### src/rtl/gray_fifo_drain.sv
`timescale 1ns/1ps
// gray_fifo_drain: polls a bin2gray FIFO, pops gray words, decodes them
// to binary and streams them out through a 2-entry skid buffer.
module gray_fifo_drain #(
    parameter int DW       = 8,
    parameter int RD_LAT   = 1,
    parameter int POLL_GAP = 2
) (
    input  logic          clk,
    input  logic          rst,
    output logic          bus_enable,
    output logic [1:0]    bus_addr,
    output logic          bus_read,
    output logic          bus_write,
    output logic [DW-1:0] bus_wdata,
    input  logic [DW-1:0] bus_rdata,
    output logic          m_valid,
    input  logic          m_ready,
    output logic [DW-1:0] m_data,
    output logic [7:0]    err_cnt,
    output logic          busy
);

    localparam int GW = (POLL_GAP < 1) ? 1 : $clog2(POLL_GAP + 1);
    localparam logic [GW-1:0] GAP_LOAD = GW'(POLL_GAP);
    localparam logic [DW-1:0] CLR_WORD = DW'(8'h10);
    localparam bit LAT0 = (RD_LAT == 0);

    typedef enum logic [2:0] {
        S_IDLE,
        S_STAT,
        S_POP,
        S_WAIT,
        S_CLR
    } state_t;

    state_t        state_q, state_d;
    logic [GW-1:0] gap_q, gap_d;
    logic [7:0]    err_q, err_d;
    logic [DW-1:0] slot0_q, slot1_q;
    logic [1:0]    occ_q, occ_d;
    logic          push, pop, inflight;
    logic          has_credit, room_after;
    logic [DW-1:0] dec_data;
    logic          en_d, rd_d, wr_d;
    logic [1:0]    addr_d;
    logic [DW-1:0] wd_d;

    function automatic logic [DW-1:0] gray2bin(input logic [DW-1:0] g);
        logic [DW-1:0] b;
        b[DW-1] = g[DW-1];
        for (int i = DW - 2; i >= 0; i--) begin
            b[i] = b[i+1] ^ g[i];
        end
        return b;
    endfunction

    assign dec_data   = gray2bin(bus_rdata);
    assign push       = LAT0 ? (state_q == S_POP) : (state_q == S_WAIT);
    assign pop        = m_valid && m_ready;
    assign inflight   = (state_q == S_POP) || (state_q == S_WAIT);
    assign has_credit = ({1'b0, occ_q} + {2'b0, inflight}) < 3'd2;
    assign room_after = occ_d < 2'd2;

    assign m_valid = (occ_q != 2'd0);
    assign m_data  = slot0_q;
    assign err_cnt = err_q;
    assign busy    = (state_q != S_IDLE) || (occ_q != 2'd0);

    always_comb begin
        occ_d = occ_q;
        if (push && !pop) begin
            occ_d = occ_q + 2'd1;
        end else if (!push && pop) begin
            occ_d = occ_q - 2'd1;
        end
    end

    // Head always lives in slot0; a simultaneous push/pop shifts through.
    always_ff @(posedge clk) begin
        if (rst) begin
            occ_q   <= '0;
            slot0_q <= '0;
            slot1_q <= '0;
        end else begin
            occ_q <= occ_d;
            case ({push, pop})
                2'b10: begin
                    if (occ_q == 2'd0) begin
                        slot0_q <= dec_data;
                    end else begin
                        slot1_q <= dec_data;
                    end
                end
                2'b01: slot0_q <= slot1_q;
                2'b11: begin
                    if (occ_q == 2'd1) begin
                        slot0_q <= dec_data;
                    end else begin
                        slot0_q <= slot1_q;
                        slot1_q <= dec_data;
                    end
                end
                default: ;
            endcase
        end
    end

    always_comb begin
        state_d = state_q;
        gap_d   = gap_q;
        err_d   = err_q;
        unique case (state_q)
            S_IDLE: begin
                if (has_credit && gap_q == '0) begin
                    state_d = S_STAT;
                end else if (gap_q != '0) begin
                    gap_d = gap_q - 1'b1;
                end
            end
            S_STAT: begin
                if (bus_rdata[3] | bus_rdata[2]) begin
                    state_d = S_CLR;
                end else if (bus_rdata[0]) begin
                    state_d = S_IDLE;
                    gap_d   = GAP_LOAD;
                end else if (has_credit) begin
                    state_d = S_POP;
                end else begin
                    state_d = S_IDLE;
                end
            end
            S_POP: begin
                if (!LAT0) begin
                    state_d = S_WAIT;
                end else begin
                    state_d = room_after ? S_STAT : S_IDLE;
                end
            end
            S_WAIT: state_d = room_after ? S_STAT : S_IDLE;
            S_CLR: begin
                state_d = S_IDLE;
                gap_d   = GAP_LOAD;
                if (err_q != 8'hFF) begin
                    err_d = err_q + 8'd1;
                end
            end
            default: state_d = S_IDLE;
        endcase
    end

    // Bus strobes are registered from the next state so they line up
    // with the cycle the FSM spends in that state.
    always_comb begin
        en_d   = 1'b0;
        addr_d = 2'd0;
        rd_d   = 1'b0;
        wr_d   = 1'b0;
        wd_d   = '0;
        unique case (state_d)
            S_STAT: begin
                en_d   = 1'b1;
                addr_d = 2'd3;
                rd_d   = 1'b1;
            end
            S_POP: begin
                en_d = 1'b1;
                rd_d = 1'b1;
            end
            S_CLR: begin
                en_d   = 1'b1;
                addr_d = 2'd3;
                wr_d   = 1'b1;
                wd_d   = CLR_WORD;
            end
            default: ;
        endcase
    end

    always_ff @(posedge clk) begin
        if (rst) begin
            state_q    <= S_IDLE;
            gap_q      <= '0;
            err_q      <= '0;
            bus_enable <= 1'b0;
            bus_addr   <= 2'd0;
            bus_read   <= 1'b0;
            bus_write  <= 1'b0;
            bus_wdata  <= '0;
        end else begin
            state_q    <= state_d;
            gap_q      <= gap_d;
            err_q      <= err_d;
            bus_enable <= en_d;
            bus_addr   <= addr_d;
            bus_read   <= rd_d;
            bus_write  <= wr_d;
            bus_wdata  <= wd_d;
        end
    end

endmodule

### config.mk
export PLATFORM = sky130hd
export DESIGN_NAME = gray_fifo_drain
export DESIGN_NICKNAME = d
export VERILOG_FILES = /design/src/rtl/gray_fifo_drain.sv
export SDC_FILE = /design/constraint.sdc
export NUM_CORES = 1
export LEC_CHECK = 0
export CAP_MARGIN = 20
export CORE_UTILIZATION = 50
export CTS_CLUSTER_DIAMETER = 200
export DETAILED_ROUTE_END_ITERATION = 8
export PLACE_DENSITY = 0.81
export SLEW_MARGIN = 20
export SYNTH_ARGS = -nofsm -noshare
export SYNTH_HDL_FRONTEND = slang
export SYNTH_SLANG_ARGS = --single-unit
### constraint.sdc
create_clock -name clk -period 3.1 [get_ports clk]
set_input_delay 0.465 -clock clk [delete_from_list [all_inputs] [get_ports clk]]
set_output_delay 0.465 -clock clk [all_outputs]
set_load 0.01 [all_outputs]
# Word-level counts from Yosys, hierarchy flattened
# Cells that the tools add are included.
# word_totals
in_bits	11
reg_bits	44
# op_classes
n_mux	24
n_eq_ne	19
n_reduce_logical	24
bitwise	8
n_lt_le_gt_ge	2
addsub	5
# ops
op	count
two-way mux 8 bit	4
one-hot mux 8 bit (3 select lines)	1
two-way mux 2 bit	9
one-hot mux 8 bit (2 select lines)	1
inequality test 2 bit, second input constant	7
one-hot mux 3 bit (4 select lines)	1
== test 3 x 2 -> 1 bit, second input constant	3
nonzero test 3 bit	3
adder 8 x 1 -> 8 bit, second input constant	1
inequality test 8 bit, second input constant	1
XOR 1 bit	7
== test 3 x 1 -> 1 bit, second input constant	2
== test 3 bit, second input constant	2
two-way mux 3 bit	2
one-hot mux 2 bit (3 select lines)	1
nonzero test 2 bit	3
two-way mux 5 bit	1
AND reduction 5 bit	1
== test 2 x 1 -> 1 bit, second input constant	2
== test 2 bit, second input constant	2
logical AND 1 bit	4
logical NOT 2 bit	2
two-way mux 1 bit	4
AND reduction 2 bit	2
12 further kinds	16

# Longest topological paths before layout
# logic_depth
ltp_word	11
mapped_depth	10

# Least setup slack after synthesis
# OpenSTA, ideal clock, no wires.
# synth_path
path_type	flip-flop to flip-flop
startpoint	register occ_q[0]
endpoint	register slot1_q[1]
setup_slack_ps	921
period_less_slack_ps	2179
path_stages_with_launch	9
arrival_ps	2051
cell_sequence	dfxtp_1 > inv_1 > ha_1 > nor2b_1 > inv_1 > ha_1 > a221oi_4 > mux2i_1 > nor2_1
# synth_between
elab_chain_len	5
elab_cells_between_ends	11
cone_classes	eq/ne: 5; mux: 1; reduce/logical: 5
# synth_lines
element	line_no	text
start, declared	41	logic [1:0] occ_q, occ_d;
start signal, assigned	82	occ_q <= '0;
start signal, assigned	86	occ_q <= occ_d;
nonzero test 2 bit	65	assign m_valid = (occ_q != 2'd0);
logical AND 1 bit	60	assign pop = m_valid && m_ready;
== test 2 bit	87	case ({push, pop})
inequality test 2 bit (no source line) / nonzero test 2 bit (equally long branches)	n/a	
AND reduction 3 bit (no source line)	n/a	
end signal, assigned	92	slot1_q <= dec_data;
end signal, assigned	101	slot1_q <= dec_data;
end, declared	40	logic [DW-1:0] slot0_q, slot1_q;
# Several ways; a longest one is shown, not always the timed one.
# A chain may end at the register's enable or synchronous reset.

# Final worst setup path
# layout_path
startpoint	register occ_q[1]
endpoint	register slot1_q[0]
# Same word-level chain as after synthesis.

==> results by stage <==
Timing:
- The final number of hold-violating endpoints was 0.
- Measured against its own limit, the worst slew margin works out to 51.4%.
- Setup total negative slack on the finished layout was measured at 0 ns.
- Timing would allow up to 395 MHz.
- The final-report max-slew violation count was 0.
- The worst setup slack after layout is 0.568 ns.
- At the pin with the least slew margin, the transition time is 0.725 ns.
- Setup repair after global routing left no endpoint under its margin.
- The count of endpoints failing setup in the final report is 0.
- Dividing the final minimum period by the clock period gives 81.7%.
- The worst setup skew after layout is 0.00297 ns.
- The final period demand of the worst path is 2.53 ns.

Place:
- The placed wire-length estimate is 2.51 mm.
- During placement, the flow inserted port buffers numbering 34.
- The number of cells in the design after placement is 283.
- The worst-case setup slack after placement is 0.441 ns.
- The final weighted congestion in routability-driven placement is 0.876.

Clocking:
- The clock slew seen by the registers of the worst setup and hold paths is 0.06 ns.
- The hold-fix buffer count after cts is 0.
- The source-to-sink clock delay at the later pin of the worst-skew pair is 0.28 ns.
- CTS saw 35 sinks.
- The clock buffer count from CTS is 5.
- The H-tree depth reported by CTS is 2.
- TritonCTS built the clock tree.
- The cell sitting at the root of the clock tree is a sky130_fd_sc_hd__clkbuf_8.
- The number of buffers on the longest clock path is 2.
- After clock tree synthesis, the repair step resized 0 gates.
- The setup fix buffers added after clock tree synthesis is 0.

Floorplanning:
- The core region is 0.00344 mm2.
- For this configuration, the core starts out at a cell density of 53.5%.
- The number of placed I/O pins is 42.
- In this run the horizontal extent of the chip is 62.7 um.
- The full die area is 0.00393 mm2.
- The die is 62.7 um tall.
- The floorplan has 21 rows.

Critical path:
- The critical path data arrival time is 2.73 ns.
- The worst setup path is launched from a flip-flop.
- The critical path is of the reg -> reg type.
- The worst register-to-register path has a depth of 8.
- The kind of capture point of the worst setup path is a flip-flop.
- The register-to-register path setup slack is 0.57 ns.
- Data on the critical path is required at its endpoint by 3.29 ns.
- The maximum fanout encountered on the critical timing path is 10.
- The capturing instance or port of the critical path is slot1_q[0].
- In this run the critical register-to-register path is captured at slot1_q[0].
- In this run the worst setup path begins at occ_q[1].
- The startpoint of the lowest-slack register-to-register path is occ_q[1].

Synth:
- The most area-hungry cell type in the Yosys netlist is sky130_fd_sc_hd__dfxtp_1.
- Sequential cells were found to cover 38.0% of the synthesized design area.
- In this run, synthesis produced a sequential element count of 35.
- The commonest cells after synthesis are sky130_fd_sc_hd__nor2_1 (37), sky130_fd_sc_hd__dfxtp_1 (35), sky130_fd_sc_hd__inv_1 (13), sky130_fd_sc_hd__nor3_1 (12), sky130_fd_sc_hd__xnor2_1 (11).
- The cell count after synthesis came out at 211.
- The number of synthesized flops with an enable pin is 0.
- The leading register cell type out of synthesis is sky130_fd_sc_hd__dfxtp_1.
- The count of distinct cell types in the synthesized netlist is 43.
- For this run, the number of Yosys warnings is 0.
- Of all flip-flops after synthesis, the portion carrying an async set or reset was 0%.
- The top cell type by area accounts for 38.0% of the synthesized area.
- Each instance of the synthesized netlist takes up on average 8.73 um2.
- The synthesized netlist occupies a cell area of 0.00184 mm2.
- Among all cell types in the netlist, the one instantiated most often is sky130_fd_sc_hd__nor2_1.
- Yosys attributes the largest share of cell area to sky130_fd_sc_hd__dfxtp_1 (38%), sky130_fd_sc_hd__nor2_1 (7.5%), sky130_fd_sc_hd__xnor2_1 (5.2%), sky130_fd_sc_hd__ha_1 (4.8%), sky130_fd_sc_hd__a221oi_1 (3.8%).

Global route:
- The number of antenna violations at the first check in global routing is 0.
- For this run, the total global-route usage over all layers was measured as 20.0%.
- The first global-routing pass estimated 6.11 mm of wire.
- Entering global routing, the biggest net connects 30 pins.
- The via count of the first global-routing pass is 1314.
- The overflow left after global routing is 0.

Power and ir drop:
- The overall power after layout is 1.24 mW.
- VDD sags by at most 0.000462 V.
- The power per unit of standard cell area is 550 mW/mm2.
- Summed over all cells, the static leakage comes to 0.825 nW.

Final layout:
- Relative to the synthesized area, the layout overhead comes to 22.2%.
- The number of nets in the finished design is 262.
- The post-layout utilization of the core is 65.4%.
- For this run, the number of standard cells in the final layout without fillers is 289.
- The fraction of layout cells with a size suffix above 1 is 6.58%.
- 0 antenna diodes ended up in the layout.

Worst hold path:
- The start point of the worst hold path is gap_q[0].
- The worst min-delay path category is reg -> reg.

Route:
- Dividing the detail-routed via count by the number of cells gives 5.25.
- The post-route antenna net violation count is 0.
- In the routed design, unresolved DRC markers number 0.
- The initial DRC count is 68.
- The vias after detailed routing is 1518.
- The pre-antenna-repair detailed-routing pass consisted of 4 iterations.
- The wire length after detailed routing is 3.66 mm.
- The routed length per instance is 12.7 um.

Status:
- The flow ran to the end, and the final reports show no timing, DRC or antenna violations.

Run:
- Across the run, the number of max-cap violations was 0.
## critical path, stage by stage, from the launching register on
cell and delay (ns):
sky130_fd_sc_hd__dfxtp_1 0.35, sky130_fd_sc_hd__inv_1 0.09, sky130_fd_sc_hd__ha_1 0.29, sky130_fd_sc_hd__nor2b_1 0.31, sky130_fd_sc_hd__inv_1 0.11, sky130_fd_sc_hd__ha_1 0.26, sky130_fd_sc_hd__a221oi_4 0.65, sky130_fd_sc_hd__nor2_1 0.13
sky130_fd_sc_hd__a211oi_2 0.25
## routing by layer
layer  GRT usage, %  routed length [um]  up-vias
met5              0                   0        -
met4           7.85                  45        0
met3           6.39                 175        4
met2           32.1                1730       45
met1           24.8                1710      700
li1               -                   -      769
## sequential cells by signal, summed over array words and instances (netlist names)
register	count
bus_addr	1
bus_enable	1
bus_read	1
bus_wdata	1
err_cnt	8
gap_q	2
m_data	8
occ_q	2
slot1_q	8
state_q	3
## power breakdown
| group | switching [mW] | internal [mW] | leakage, nW |
|---|---|---|---|
| sequential | 0.0333 | 0.501 | 0.284 |
| clock | 0.145 | 0.149 | 0.0371 |
| combinational | 0.208 | 0.201 | 0.505 |
| total | 0.386 | 0.851 | 0.825 |
## cells in the final DEF (no fill, tap or decap), types with 3 or more instances in the layout
cell type	n
sky130_fd_sc_hd__ha_1	7
sky130_fd_sc_hd__xor2_1	3
sky130_fd_sc_hd__clkdlybuf4s50_1	34
sky130_fd_sc_hd__nor2b_1	3
sky130_fd_sc_hd__nor3_1	12
sky130_fd_sc_hd__a21oi_1	7
sky130_fd_sc_hd__nor2_1	37
sky130_fd_sc_hd__xnor2_1	11
sky130_fd_sc_hd__inv_1	13
sky130_fd_sc_hd__o21ai_0	5
sky130_fd_sc_hd__a221oi_1	8
sky130_fd_sc_hd__conb_1	7
sky130_fd_sc_hd__dfxtp_1	35
sky130_fd_sc_hd__mux2i_1	7
sky130_fd_sc_hd__nand2_1	8
sky130_fd_sc_hd__nand3_1	6
sky130_fd_sc_hd__clkbuf_8	5
## layout make-up
cell class	count	area, um2
timing repair buffer	35	348
tap	46	57.6
clock buffer	6	72.6
fill	297	1190
sequential	35	701
multi-input combinational	154	1020
inverter	13	48.8
## kinds of logic after synthesis
kind of cell               synth area share, %
AOI/OAI and AO/OA                         15.1
adders and majority gates                 4.76
xor gates and xnor gates                  10.6
muxes                                     3.80
other                                    0.204
DFF                                       38.0
buffers and inverters                     7.61
and+or+nand+nor                           19.9
## how the worst min path moves through the flow
stage / to / slack, ns / depth (start not counted)
after floorplan: gap_q[0] / 0.44 / 2
after detailed placement: gap_q[0] / 0.45 / 2
after global routing: gap_q[0] / 0.47 / 2
after global placement: gap_q[0] / 0.44 / 2
after CTS: gap_q[0] / 0.46 / 2
final: gap_q[0] / 0.46 / 2
## metrics by stage
stage / instance area (um2) / hold slack, ns
finish: 2250 / 0.457
global route: 2250 / 0.475
CTS: 2250 / 0.456
detailed placement: 2180 / 0.448
global placement: 2180 / 0.444
floorplan: 1860 / 0.436
Note: power is estimated with default switching activity, not from simulation.
==> edit 1: new RTL, same flow settings <==
Change the parameter `DW` from 8 to 6.
--- a/src/rtl/gray_fifo_drain.sv
+++ b/src/rtl/gray_fifo_drain.sv
@@ -2,7 +2,7 @@
 // gray_fifo_drain: polls a bin2gray FIFO, pops gray words, decodes them
 // to binary and streams them out through a 2-entry skid buffer.
 module gray_fifo_drain #(
-    parameter int DW       = 8,
+    parameter int DW       = 6,
     parameter int RD_LAT   = 1,
     parameter int POLL_GAP = 2
 ) (
Ports: changed (resized bus_rdata, bus_wdata and m_data); port bits go from 42 to 36. No check against the original RTL was run, so the function may have changed too.
==> edit 1 against the original RTL <==
  * Area after synthesis is 10% lower
  * Routed wire length is 14% lower
  * Final cell count is 8.7% lower
  * Clock power is 23% lower
  * Sequential cell count is 4 lower
  * Design area is 11% lower
  * Clock skew hardly changed
  * Setup slack better by 34 ps
  * Maximum frequency is 1.4% higher
  * Sequential power is 6.7% lower
  * Power is 14% lower
  * Die area is 10% lower
  * Sequential share of layout area is 0.11 points lower
==> edit 1: results (changes against the original RTL) <==
metric;value;unit;change
cp_max_fo;16;;was 10
port_buffers;30;;was 34
clk_pin_slew_worst_paths;100;ps;was 60 ps
powerDensity;534;nW/um^2;was 550 nW/um^2
finClkSkew;3.31;ps;was 2.97 ps
yosysSeqAreaShare;0.376;;was 0.380
drt_iter0_markers;35;;was 68
cp_slowest_cell;dfxtp_1;;was a221oi_4
max_slew.worst_pin.slew;774;ps;was 725 ps
status;completed;;unchanged
cts_root_buf;clkbuf_4;;was clkbuf_8
hpwl;2.33;mm;was 2.51 mm
drive_above_1_share;0.0773;;was 0.0658
ir_drop;245;uV;was 462 uV
synthTopCellsByArea;dfxtp_1 38%, nor2_1 5.7%, ha_1 5.3%;;was dfxtp_1 38%, nor2_1 7.5%, xnor2_1 5.2%
arrival;2760;ps;was 2730 ps
seqPwrFrac;0.467;;was 0.431
vias;1380;;was 1518
sw_frac_of_total;0.332;;was 0.312
grt_max_degree;20;;was 30
leakagePower;0.755;nW;was 0.825 nW
clk_latency;340;ps;was 280 ps
r2r_slack;600;ps;was 570 ps
gp_congestion;0.801;;was 0.876
placed_cell_area;1950;um^2;was 2180 um^2
[edit 1: through the flow]
| stage | utilization | hold slack, ps | instances | setup WS (ps) |
|---|---|---|---|---|
| 5_1_grt | 0.645 | 519 | 264 | 461 |
| 2_1_floorplan | - | 460 | 195 | 1050 |
| 4_1_cts | 0.645 | 498 | 264 | 590 |
| 3_5_place_dp | 0.628 | 481 | 256 | 562 |
| 6_report | 0.645 | 498 | 264 | 602 |
| 3_3_place_gp | 0.628 | 476 | 256 | 627 |
[edit 1: critical path: cells and delay by family, from the launching register on]
family	cells	cell delay, ps
compound gates	2	860
fa+ha+maj	1	290
flops	1	670
simple gates	3	600
[edit 1: layout make-up]
type / instances / area share
Clock inverter: 3 / 0.00750
Tap cell: 44 / 0.0275
Timing Repair Buffer: 31 / 0.154
Multi-Input combinational cell: 139 / 0.462
Clock buffer: 5 / 0.0188
Inverter: 11 / 0.0206
Sequential cell: 31 / 0.310
[edit 1: kinds of logic after synthesis]
| family | count (synthesis) | synth area share |
|---|---|---|
| flip-flops | 31 | 0.376 |
| buffers and inverters | 25 | 0.0742 |
| adder cells (fa/ha/maj) | 7 | 0.0530 |
| multiplexers | 5 | 0.0303 |
| other | 1 | 0.00227 |
| AO/OA/AOI/OAI | 41 | 0.175 |
| AND/OR/NAND/NOR | 70 | 0.217 |
| XOR/XNOR | 11 | 0.0720 |
[edit 1: worst paths after layout]
kind	startpoint	endpoint	cells after the start
setup / recovery	state_q[0]	m_data[5]	6
hold / removal	m_data[3]	m_data[3]	2
setup reg to reg	state_q[0]	m_data[5]	6
hold reg to reg	m_data[3]	m_data[3]	2
[edit 1: per-layer routing]
layer,GRT usage,routed length [um]
met1,0.258,1560
met2,0.286,1390
met3,0.0721,129
met4,0.0884,57
met5,0,0
==> edit 2: new RTL, same flow settings <==
Made on the original files. Re-encode `state_t` (5 states) as one-hot, 5 bits wide.
--- a/src/rtl/gray_fifo_drain.sv
+++ b/src/rtl/gray_fifo_drain.sv
@@ -26,12 +26,12 @@
     localparam logic [DW-1:0] CLR_WORD = DW'(8'h10);
     localparam bit LAT0 = (RD_LAT == 0);
 
-    typedef enum logic [2:0] {
-        S_IDLE,
-        S_STAT,
-        S_POP,
-        S_WAIT,
-        S_CLR
+    typedef enum logic [4:0] {
+        S_IDLE = 5'b00001,
+        S_STAT = 5'b00010,
+        S_POP  = 5'b00100,
+        S_WAIT = 5'b01000,
+        S_CLR  = 5'b10000
     } state_t;
 
     state_t        state_q, state_d;
Behaviour: no difference found for any inputs over 10 cycles, from zero or initial values and one cycle with rst high; not proved beyond that.
==> edit 2 against the original RTL <==
  * Critical path depth grew 1
  * Routed wire length rose by 5.1%
  * Area after synthesis increased by 5.6%
  * Power is 0.48% higher
  * Highest routed layer unchanged
  * Setup slack gained 46 ps
  * Sequential cell count increased by 2
  * Synthesized cell count grew 3.8%
  * Design area increased by 6.0%
==> edit 2: results (changes against the original RTL) <==
metric;value;unit;change
status;completed;;unchanged
yosysSeqAreaShare;0.381;;was 0.380
cp_slowest_cell;nor2b_1;;was a221oi_4
fin_nets;271;;was 262
placed_cell_area;2280;um^2;was 2180 um^2
ir_drop;262;uV;was 462 uV
grt_max_degree;23;;was 30
synth-compound-area-share;0.149;;was 0.151
min_path_type;flop to flop;;unchanged
arrival;2650;ps;was 2730 ps
yosys.cell_types.count;46;;was 43
vias;1584;;was 1518
sw_frac_of_total;0.287;;was 0.312
grt_pass1_wl;6.64;mm;was 6.11 mm
dp_slack;456;ps;was 441 ps
cp_top_family;compound AO/OA/AOI/OAI gates;;unchanged
gp_congestion;0.797;;was 0.876
wl_per_cell;12.7;um;about the same
routed_via_density;5.25;;about the same
synth_fa_ha_area_frac;0.0450;;was 0.0476
cp_max_fo;8;;was 10
synthCells;219;;was 211
p_comb_frac;0.273;;was 0.331
drive_above_1_share;0.0591;;was 0.0658
grt_pass1_vias;1467;;was 1314
drt_iter0_markers;60;;was 68
p_seq;540;uW;was 534 uW
dp_cells;294;;was 283
synth_xor_area_frac;0.0972;;was 0.106
clk_latency;290;ps;
hpwl;2.85;mm;was 2.51 mm
synthTopCellsByArea;dfxtp_1 38%, nor2_1 6.9%, xor2_1 5.4%;;was dfxtp_1 38%, nor2_1 7.5%, xnor2_1 5.2%
leakagePower;0.942;nW;was 0.825 nW
muxShareOfSynthArea;0.0515;;was 0.0380
slowest_delay;430;ps;was 650 ps
grtUsageTotal;0.211;;was 0.200
max_slew.worst_pin.slew;578;ps;was 725 ps
synth_common_cells;37 x dfxtp_1, 36 x nor2_1, 12 x a21oi_1, 12 x xor2_1, 11 x nand2_1;;was 37 x nor2_1, 35 x dfxtp_1, 13 x inv_1
==> edit 2: cell types whose count changed in the layout (fill, tap and decap cells not counted), sizes merged, moves of 3 or more <==
cell,delta
a21oi,+4
nand2,+3
nor3,-6
nand3,-4
nand2b,+6
mux2i,+3
a221oi,-5
a211oi,+3
xnor2,-5
xor2,+7
inv,-5
==> edit 2: area by class of cell <==
cell class,instances,area (um^2)
tap,48,60.1
fill,311,1300
timing repair buffer,36,355
multi-input combinational,165,1100
inverter,8,30.0
clock buffer,7,96.3
clock inverter,1,5.00
sequential,37,741
==> edit 2: path summary, 6_finish.rpt <==
path             from         end  slack (ps)  cells after the start
max          occ_q[0]  bus_enable         610                      9
min          gap_q[1]    gap_q[1]         500                      2
max reg2reg  occ_q[0]  bus_enable         610                      9
min reg2reg  gap_q[1]    gap_q[1]         500                      2
==> edit 2: metal layers <==
metal / GRT usage / wire length, um
met5: 0 / 0
met4: 0.103 / 73
met3: 0.0661 / 200
met2: 0.316 / 1730
met1: 0.273 / 1840
